[src/rtl/video_scan_if.sv]
// video_scan_if: control inputs, VRAM read port and colour/sync/status outputs of the scan-out block
interface video_scan_if;
  logic        i_mode;
  logic [7:0]  i_fgbg;
  logic [3:0]  i_brd;
  logic        i_pw;
  logic [3:0]  i_pa;
  logic [11:0] i_pd;
  logic [7:0]  i_vd;
  logic [15:0] o_va;
  logic [3:0]  o_r;
  logic [3:0]  o_g;
  logic [3:0]  o_b;
  logic        o_hs;
  logic        o_vs;
  logic        o_irq;
  logic [7:0]  o_frame;
  modport master (output i_mode, i_fgbg, i_brd, i_pw, i_pa, i_pd, i_vd,
                  input  o_va, o_r, o_g, o_b, o_hs, o_vs, o_irq, o_frame);
  modport slave  (input  i_mode, i_fgbg, i_brd, i_pw, i_pa, i_pd, i_vd,
                  output o_va, o_r, o_g, o_b, o_hs, o_vs, o_irq, o_frame);
endinterface

[src/rtl/video_scan.sv]
// video_scan: raster scan-out with pixel-doubled 4bpp/1bpp window, VRAM fetch, palette, vblank IRQ, frame counter
module video_scan #(
  parameter int HZ_BACK  = 48,
  parameter int HZ_VIS   = 640,
  parameter int HZ_FRONT = 16,
  parameter int HZ_SYNC  = 96,
  parameter int VT_BACK  = 33,
  parameter int VT_VIS   = 480,
  parameter int VT_FRONT = 10,
  parameter int VT_SYNC  = 2,
  parameter int BORDER_L = 64
) (
  input logic clk,
  input logic rst,
  video_scan_if.slave bus
);
  localparam logic [15:0] HL  = 16'(HZ_BACK + HZ_VIS + HZ_FRONT + HZ_SYNC - 1);
  localparam logic [15:0] VL  = 16'(VT_BACK + VT_VIS + VT_FRONT + VT_SYNC - 1);
  localparam logic [15:0] HB  = 16'(HZ_BACK);
  localparam logic [15:0] HE  = 16'(HZ_BACK + HZ_VIS);
  localparam logic [15:0] HSE = 16'(HZ_BACK + HZ_VIS + HZ_FRONT);
  localparam logic [15:0] VB  = 16'(VT_BACK);
  localparam logic [15:0] VE  = 16'(VT_BACK + VT_VIS);
  localparam logic [15:0] VSB = 16'(VT_BACK + VT_VIS + VT_FRONT);
  localparam logic [15:0] WL  = 16'(HZ_BACK + BORDER_L);
  localparam logic [15:0] WE  = 16'(HZ_BACK + BORDER_L + 512);
  localparam logic [11:0] PAL_INIT [16] = '{
    12'h111, 12'h008, 12'h080, 12'h088, 12'h800, 12'h808, 12'h880, 12'hCCC,
    12'h888, 12'h00F, 12'h0F0, 12'h0FF, 12'hF00, 12'hF0F, 12'hFF0, 12'hFFF};
  logic [15:0] r_x, r_y, r_va;
  logic [7:0]  r_vd, r_fgbg, r_frame;
  logic        r_mode, r_irq, r_s1_vis, r_hs1, r_vs1, r_hs, r_vs;
  logic [3:0]  r_s1_idx;
  logic [11:0] r_rgb;
  logic [11:0] r_pal [16];
  logic [15:0] w_p, w_lx, w_ly, w_addr;
  logic [2:0]  w_px, w_bit;
  logic        w_vline, w_vis, w_win, w_fwin;
  logic [3:0]  w_idx;
  assign w_vline = r_y >= VB && r_y < VE;
  assign w_vis   = w_vline && r_x >= HB && r_x < HE;
  assign w_win   = w_vis && r_x >= WL && r_x < WE;
  // Fetch runs three clocks ahead so the byte sits in r_vd when its pixel's position comes up
  assign w_p     = r_x + 16'd3;
  assign w_fwin  = w_vline && w_p >= WL && w_p < WE;
  assign w_ly    = (r_y - VB) >> 1;
  assign w_lx    = (w_p - WL) >> 1;
  assign w_addr  = r_mode ? (w_ly << 5) + (w_lx >> 3) : (w_ly << 7) + (w_lx >> 1);
  assign w_px    = 3'((r_x - WL) >> 1);
  assign w_bit   = 3'd7 - w_px;
  assign w_idx   = !w_win ? bus.i_brd :
                   r_mode ? (r_vd[w_bit] ? r_fgbg[7:4] : r_fgbg[3:0]) :
                   (w_px[0] ? r_vd[3:0] : r_vd[7:4]);
  always_ff @(posedge clk) begin
    if (rst) begin
      r_x      <= '0;
      r_y      <= '0;
      r_va     <= '0;
      r_vd     <= '0;
      r_mode   <= 1'b0;
      r_fgbg   <= '0;
      r_frame  <= '0;
      r_irq    <= 1'b0;
      r_s1_vis <= 1'b0;
      r_s1_idx <= '0;
      r_hs1    <= 1'b1;
      r_vs1    <= 1'b0;
      r_hs     <= 1'b1;
      r_vs     <= 1'b0;
      r_rgb    <= '0;
      r_pal    <= PAL_INIT;
    end else begin
      r_x <= r_x == HL ? 16'd0 : r_x + 16'd1;
      if (r_x == HL) r_y <= r_y == VL ? 16'd0 : r_y + 16'd1;
      if (r_x == 16'd0 && r_y == 16'd0) begin
        r_mode  <= bus.i_mode;
        r_fgbg  <= bus.i_fgbg;
        r_frame <= r_frame + 8'd1;
      end
      r_irq    <= r_x == 16'd0 && r_y == VE;
      if (w_fwin) r_va <= w_addr;
      r_vd     <= bus.i_vd;
      r_s1_vis <= w_vis;
      r_s1_idx <= w_idx;
      r_hs1    <= r_x < HSE;
      r_vs1    <= r_y >= VSB;
      r_hs     <= r_hs1;
      r_vs     <= r_vs1;
      r_rgb    <= r_s1_vis ? r_pal[r_s1_idx] : 12'h000;
      if (bus.i_pw) r_pal[bus.i_pa] <= bus.i_pd;
    end
  end
  assign bus.o_va    = r_va;
  assign bus.o_r     = r_rgb[11:8];
  assign bus.o_g     = r_rgb[7:4];
  assign bus.o_b     = r_rgb[3:0];
  assign bus.o_hs    = r_hs;
  assign bus.o_vs    = r_vs;
  assign bus.o_irq   = r_irq;
  assign bus.o_frame = r_frame;
endmodule

[src/flat_wrapper.sv]
// flat-port wrapper written by rule: the top's interface ports become plain ports
module video_scan_flat 
#(
  parameter int HZ_BACK  = 48,
  parameter int HZ_VIS   = 640,
  parameter int HZ_FRONT = 16,
  parameter int HZ_SYNC  = 96,
  parameter int VT_BACK  = 33,
  parameter int VT_VIS   = 480,
  parameter int VT_FRONT = 10,
  parameter int VT_SYNC  = 2,
  parameter int BORDER_L = 64
)
  (clk, rst, bus_i_mode, bus_i_fgbg, bus_i_brd, bus_i_pw, bus_i_pa, bus_i_pd, bus_i_vd, bus_o_va, bus_o_r, bus_o_g, bus_o_b, bus_o_hs, bus_o_vs, bus_o_irq, bus_o_frame);
  video_scan_if bus_i ();
  input logic clk;
  input logic rst;
  input wire logic [$bits(bus_i.i_mode)-1:0] bus_i_mode;
  input wire logic [$bits(bus_i.i_fgbg)-1:0] bus_i_fgbg;
  input wire logic [$bits(bus_i.i_brd)-1:0] bus_i_brd;
  input wire logic [$bits(bus_i.i_pw)-1:0] bus_i_pw;
  input wire logic [$bits(bus_i.i_pa)-1:0] bus_i_pa;
  input wire logic [$bits(bus_i.i_pd)-1:0] bus_i_pd;
  input wire logic [$bits(bus_i.i_vd)-1:0] bus_i_vd;
  output wire logic [$bits(bus_i.o_va)-1:0] bus_o_va;
  output wire logic [$bits(bus_i.o_r)-1:0] bus_o_r;
  output wire logic [$bits(bus_i.o_g)-1:0] bus_o_g;
  output wire logic [$bits(bus_i.o_b)-1:0] bus_o_b;
  output wire logic [$bits(bus_i.o_hs)-1:0] bus_o_hs;
  output wire logic [$bits(bus_i.o_vs)-1:0] bus_o_vs;
  output wire logic [$bits(bus_i.o_irq)-1:0] bus_o_irq;
  output wire logic [$bits(bus_i.o_frame)-1:0] bus_o_frame;
  assign bus_i.i_mode = bus_i_mode;
  assign bus_i.i_fgbg = bus_i_fgbg;
  assign bus_i.i_brd = bus_i_brd;
  assign bus_i.i_pw = bus_i_pw;
  assign bus_i.i_pa = bus_i_pa;
  assign bus_i.i_pd = bus_i_pd;
  assign bus_i.i_vd = bus_i_vd;
  assign bus_o_va = bus_i.o_va;
  assign bus_o_r = bus_i.o_r;
  assign bus_o_g = bus_i.o_g;
  assign bus_o_b = bus_i.o_b;
  assign bus_o_hs = bus_i.o_hs;
  assign bus_o_vs = bus_i.o_vs;
  assign bus_o_irq = bus_i.o_irq;
  assign bus_o_frame = bus_i.o_frame;
  video_scan #(.HZ_BACK(HZ_BACK), .HZ_VIS(HZ_VIS), .HZ_FRONT(HZ_FRONT), .HZ_SYNC(HZ_SYNC), .VT_BACK(VT_BACK), .VT_VIS(VT_VIS), .VT_FRONT(VT_FRONT), .VT_SYNC(VT_SYNC), .BORDER_L(BORDER_L)) u_core (.clk(clk), .rst(rst), .bus(bus_i));
endmodule
[config.mk]
export PLATFORM = sky130hd
export DESIGN_NAME = video_scan_flat
export DESIGN_NICKNAME = d
export VERILOG_FILES = /design/src/rtl/video_scan_if.sv /design/src/rtl/video_scan.sv /design/src/flat_wrapper.sv
export SDC_FILE = /design/constraint.sdc
export NUM_CORES = 1
export LEC_CHECK = 0
export CORE_MARGIN = 2
export CORE_UTILIZATION = 50
export DETAILED_ROUTE_END_ITERATION = 10
export MAX_ROUTING_LAYER = met4
export PLACE_DENSITY = 0.82
export RECOVER_POWER = 100
export SKIP_LAST_GASP = 1
export SYNTH_ARGS = -nofsm -noshare
export SYNTH_HDL_FRONTEND = slang
export SYNTH_SLANG_ARGS = --single-unit
[constraint.sdc]
create_clock -name clk -period 4.7 [get_ports clk]
set_clock_uncertainty 0.2 [all_clocks]
set_input_delay 0.94 -clock clk [delete_from_list [all_inputs] [get_ports clk]]
set_output_delay 0.94 -clock clk [all_outputs]
set_load 0.01 [all_outputs]
==> run metrics <==
outcome complete, but fails checks; violated checks max-capacitance violations, max-slew violations; Crit. End Element register; Final period util 0.916; Worst EP required 4.94 ns; series of cell instances along the critical path clkbuf_1 -> inv_1 -> clkbuf_2 -> o2111a_1; all-layer global routing usage 0.249; delay contributed by the slowest stage of the critical path 1.35 ns; aggregate negative setup slack 0 ns; post-route core utilization 0.590; buffer levels on the longest clock path 3; number of hold-slack violations in the final timing report 0; clock-pin slew reported for the worst setup and hold paths after clock tree synthesis 0.06 ns; number of antenna violations at the first check in global routing 1; half-perimeter wire length of the detailed placement result 22.4 mm; number of clock sinks 287; Syn Area/Cell 8.88 um^2; die extent in y 168 um; number of synthesized flops with an enable pin 0; detailed-route wire length per cell 18.0 um; # DRC 0; combinational group share of total power 0.065; root cell of the clock tree clkbuf_16; total wire length after detailed routing 34.0 mm; cells after synthesis 1507; Max-Slew Margin vs Limit -0.277; power density relative to cell area 350 nW/um^2; fraction of power consumed by the clock network 0.465; combined area of all synthesized cells 13400 um^2; area of the core region 26100 um^2; Max-cap violations 2; kind of cell adding the most delay to the critical path buffers and inverters; Int Pwr 4.15 mW; Max Clock Freq 232 MHz; most used cells in the layout excluding fill and tap cells nand2_1 (352), dfxtp_1 (284), nor2_1 (137); path class of the lowest-slack min-delay path register to register; layout-stage area growth over the synthesis result 15.3%; hold-fix buffers at CTS 0; final count of negative-setup-slack endpoints 0; P_leak 5.72 nW; actual slew at the worst max-slew pin 1.92 ns; number of buffers added by the clock tree synthesis step 31; floorplan die area 28100 um^2; fraction of final layout cells with drive strength greater than 1 0.102; total grt overflow 0; net switching component of the power 1.24 mW; number of max-slew violations in the final report 117; synthesized netlist net count 1564; switch share 0.230; number of port buffers 78; htree depth 1; crit path DAT 4.55 ns; largest net degree at the start of global routing 72; async set-reset flop share out of synthesis 0; part of the Yosys area used for sequential elements 0.430; number of nets in the layout 1587; number of nets with antenna violations after routing 0; detailed-routing iteration count for the pre-antenna-repair pass 8; standard cell with the maximum stage delay on the critical path clkbuf_1; critical path startpoint category primary input; Worst Path Buf+Inv 3; number of distinct standard cells referenced by the synthesized netlist 61; part of the power in registers 0.470; predominant post-synthesis flop cell dfxtp_1; global-route wire length before repair 55.7 mm; CTS tree built; most common library cell in the layout ignoring fill and taps nand2_1; YS warnings 0; die extent in x 168 um; cell row count 59; number of global-route vias before repair 10.8k; Crit Path Max Fanout 71; Initial Utilization 0.512; First DRT Iteration DRCs 964; via density per instance 5.84; highest ir drop seen on vdd 0.000281 V; unrepaired setup endpoints after global routing false; Min Clock Period, post-route 4.31 ns; via count of the routed design 11.0k; weighted congestion at the end of routability-driven global placement 0.932; Skew-Pair Late Insertion Delay 0.57 ns; critical path start-end classification primary input to register; register bit count reported by yosys 287; number of I/O pins 79
-- power by group through the flow --
| stage | clock network, mW | logic [mW] | registers [mW] |
|---|---|---|---|
| 2_1_floorplan | 0 | 0.255 | 2.55 |
| 3_3_place_gp | 0 | 0.337 | 2.58 |
| 3_5_place_dp | 0 | 0.344 | 2.59 |
| 4_1_cts | 2.54 | 0.348 | 2.53 |
| 5_1_grt | 2.63 | 0.377 | 2.54 |
| 6_report | 2.51 | 0.348 | 2.54 |
-- layout make-up --
type                    count  area, um^2
clock inverters            11         153
multi-input cells        1091        7170
well taps                 335         419
diodes                      1        2.50
clock buffers              46         922
repair buffers            104         955
inverters                  15        56.3
fillers                  2186       10700
flip-flops and latches    287        5750
-- sequential cells by signal, indices dropped and copies added, names as in the netlist, 4 cells and up --
| register | cells |
|---|---|
| u_core.r_s1_idx | 4 |
| u_core.r_vd | 8 |
| u_core.r_y | 16 |
| u_core.r_pal | 192 |
| u_core.bus.o_va | 16 |
| u_core.r_x | 16 |
| u_core.r_fgbg | 8 |
| u_core.bus.o_frame | 8 |
| u_core.r_rgb | 12 |
-- synthesized netlist by cell type, drive strengths merged (4+ instances only) --
library cell / instances / area, um^2
a211oi: 14 / 118
xnor2: 39 / 342
nand2: 352 / 1320
a211o: 4 / 35.0
and3: 6 / 37.5
o21ai: 17 / 85.1
or2: 4 / 25.0
nor4: 11 / 68.8
inv: 15 / 56.3
mux4: 62 / 1400
clkbuf: 91 / 343
nand3: 54 / 270
a21oi: 123 / 616
o211a: 4 / 40.0
xor2: 33 / 289
nand4: 18 / 128
ha: 16 / 200
buf: 23 / 103
or3: 10 / 62.6
dfxtp: 287 / 5750
nor2b: 29 / 181
nor2: 137 / 514
nor3: 20 / 105
o211ai: 5 / 37.5
mux2i: 82 / 821
nand2b: 6 / 37.5
-- per-stage QoR --
step / std cells / cell area [um^2] / hold WS (ns) / setup slack (ns) / power [mW]
finish: 1890 / 15400 / 0.249 / 0.394 / 5.39
floorplan: 1507 / 13400 / 0.189 / 0.0772 / 2.80
detailed placement: 1832 / 14300 / 0.243 / 0.219 / 2.93
global route: 1890 / 15400 / 0.263 / 0.0332 / 5.55
global placement: 1832 / 14300 / 0.235 / 0.299 / 2.92
CTS: 1889 / 15400 / 0.252 / 0.181 / 5.42
-- per-layer routing --
layer / share of wire / vias up / GRT usage
met1: 0.41 / 5315 / 0.308
met2: 0.49 / 409 / 0.418
met5: 0 / - / -
met4: 0.030 / 0 / 0.0866
li1: - / 5220 / -
met3: 0.066 / 92 / 0.0373
-- worst register-to-register path, delay by kind of cell, from the launching register on --
kind / cells / cell delay, ns
multiplexers: 2 / 0.56
buffers and inverters: 1 / 0.08
flip-flops: 1 / 0.39
adder cells (fa/ha/maj): 3 / 0.99
XOR/XNOR: 3 / 0.44
AO/OA/AOI/OAI: 4 / 0.93
AND/OR/NAND/NOR: 5 / 0.62
-- cell families (layout without fill, tap and decap cells) --
group,after synthesis,count (layout),share of synthesized area
buf+inv,129,176,0.0375
fa+ha+maj,17,17,0.0165
flops,287,287,0.430
mux,146,146,0.167
compound gates,193,193,0.0855
simple gates,663,663,0.216
other cells,0,1,0
xor+xnor,72,72,0.0471
-- path summary, 6_finish.rpt --
kind	start	endpoint	slack [ns]	depth (start not counted)
worst max-delay path	rst	u_core.r_s1_vis$_SDFF_PP0_	0.39	4
worst min-delay path	u_core.r_hs1$_SDFF_PP1_	u_core.bus.o_hs$_SDFF_PP1_	0.25	1
worst max register to register	u_core.r_x[0]$_SDFF_PP0_	u_core.bus.o_va[13]$_SDFFE_PP0P_	0.40	18
worst min register to register	u_core.r_hs1$_SDFF_PP1_	u_core.bus.o_hs$_SDFF_PP1_	0.25	1
-- repair_timing --
| action | in CTS | in global routing |
|---|---|---|
| hold endpoints to repair | 0 | 0 |
| endpoints found under the setup margin | 0 | 6 |
| resized for setup | 0 | 6 |
| buffers inserted | 0 | 0 |
Note: power is estimated with default switching activity, not from simulation.
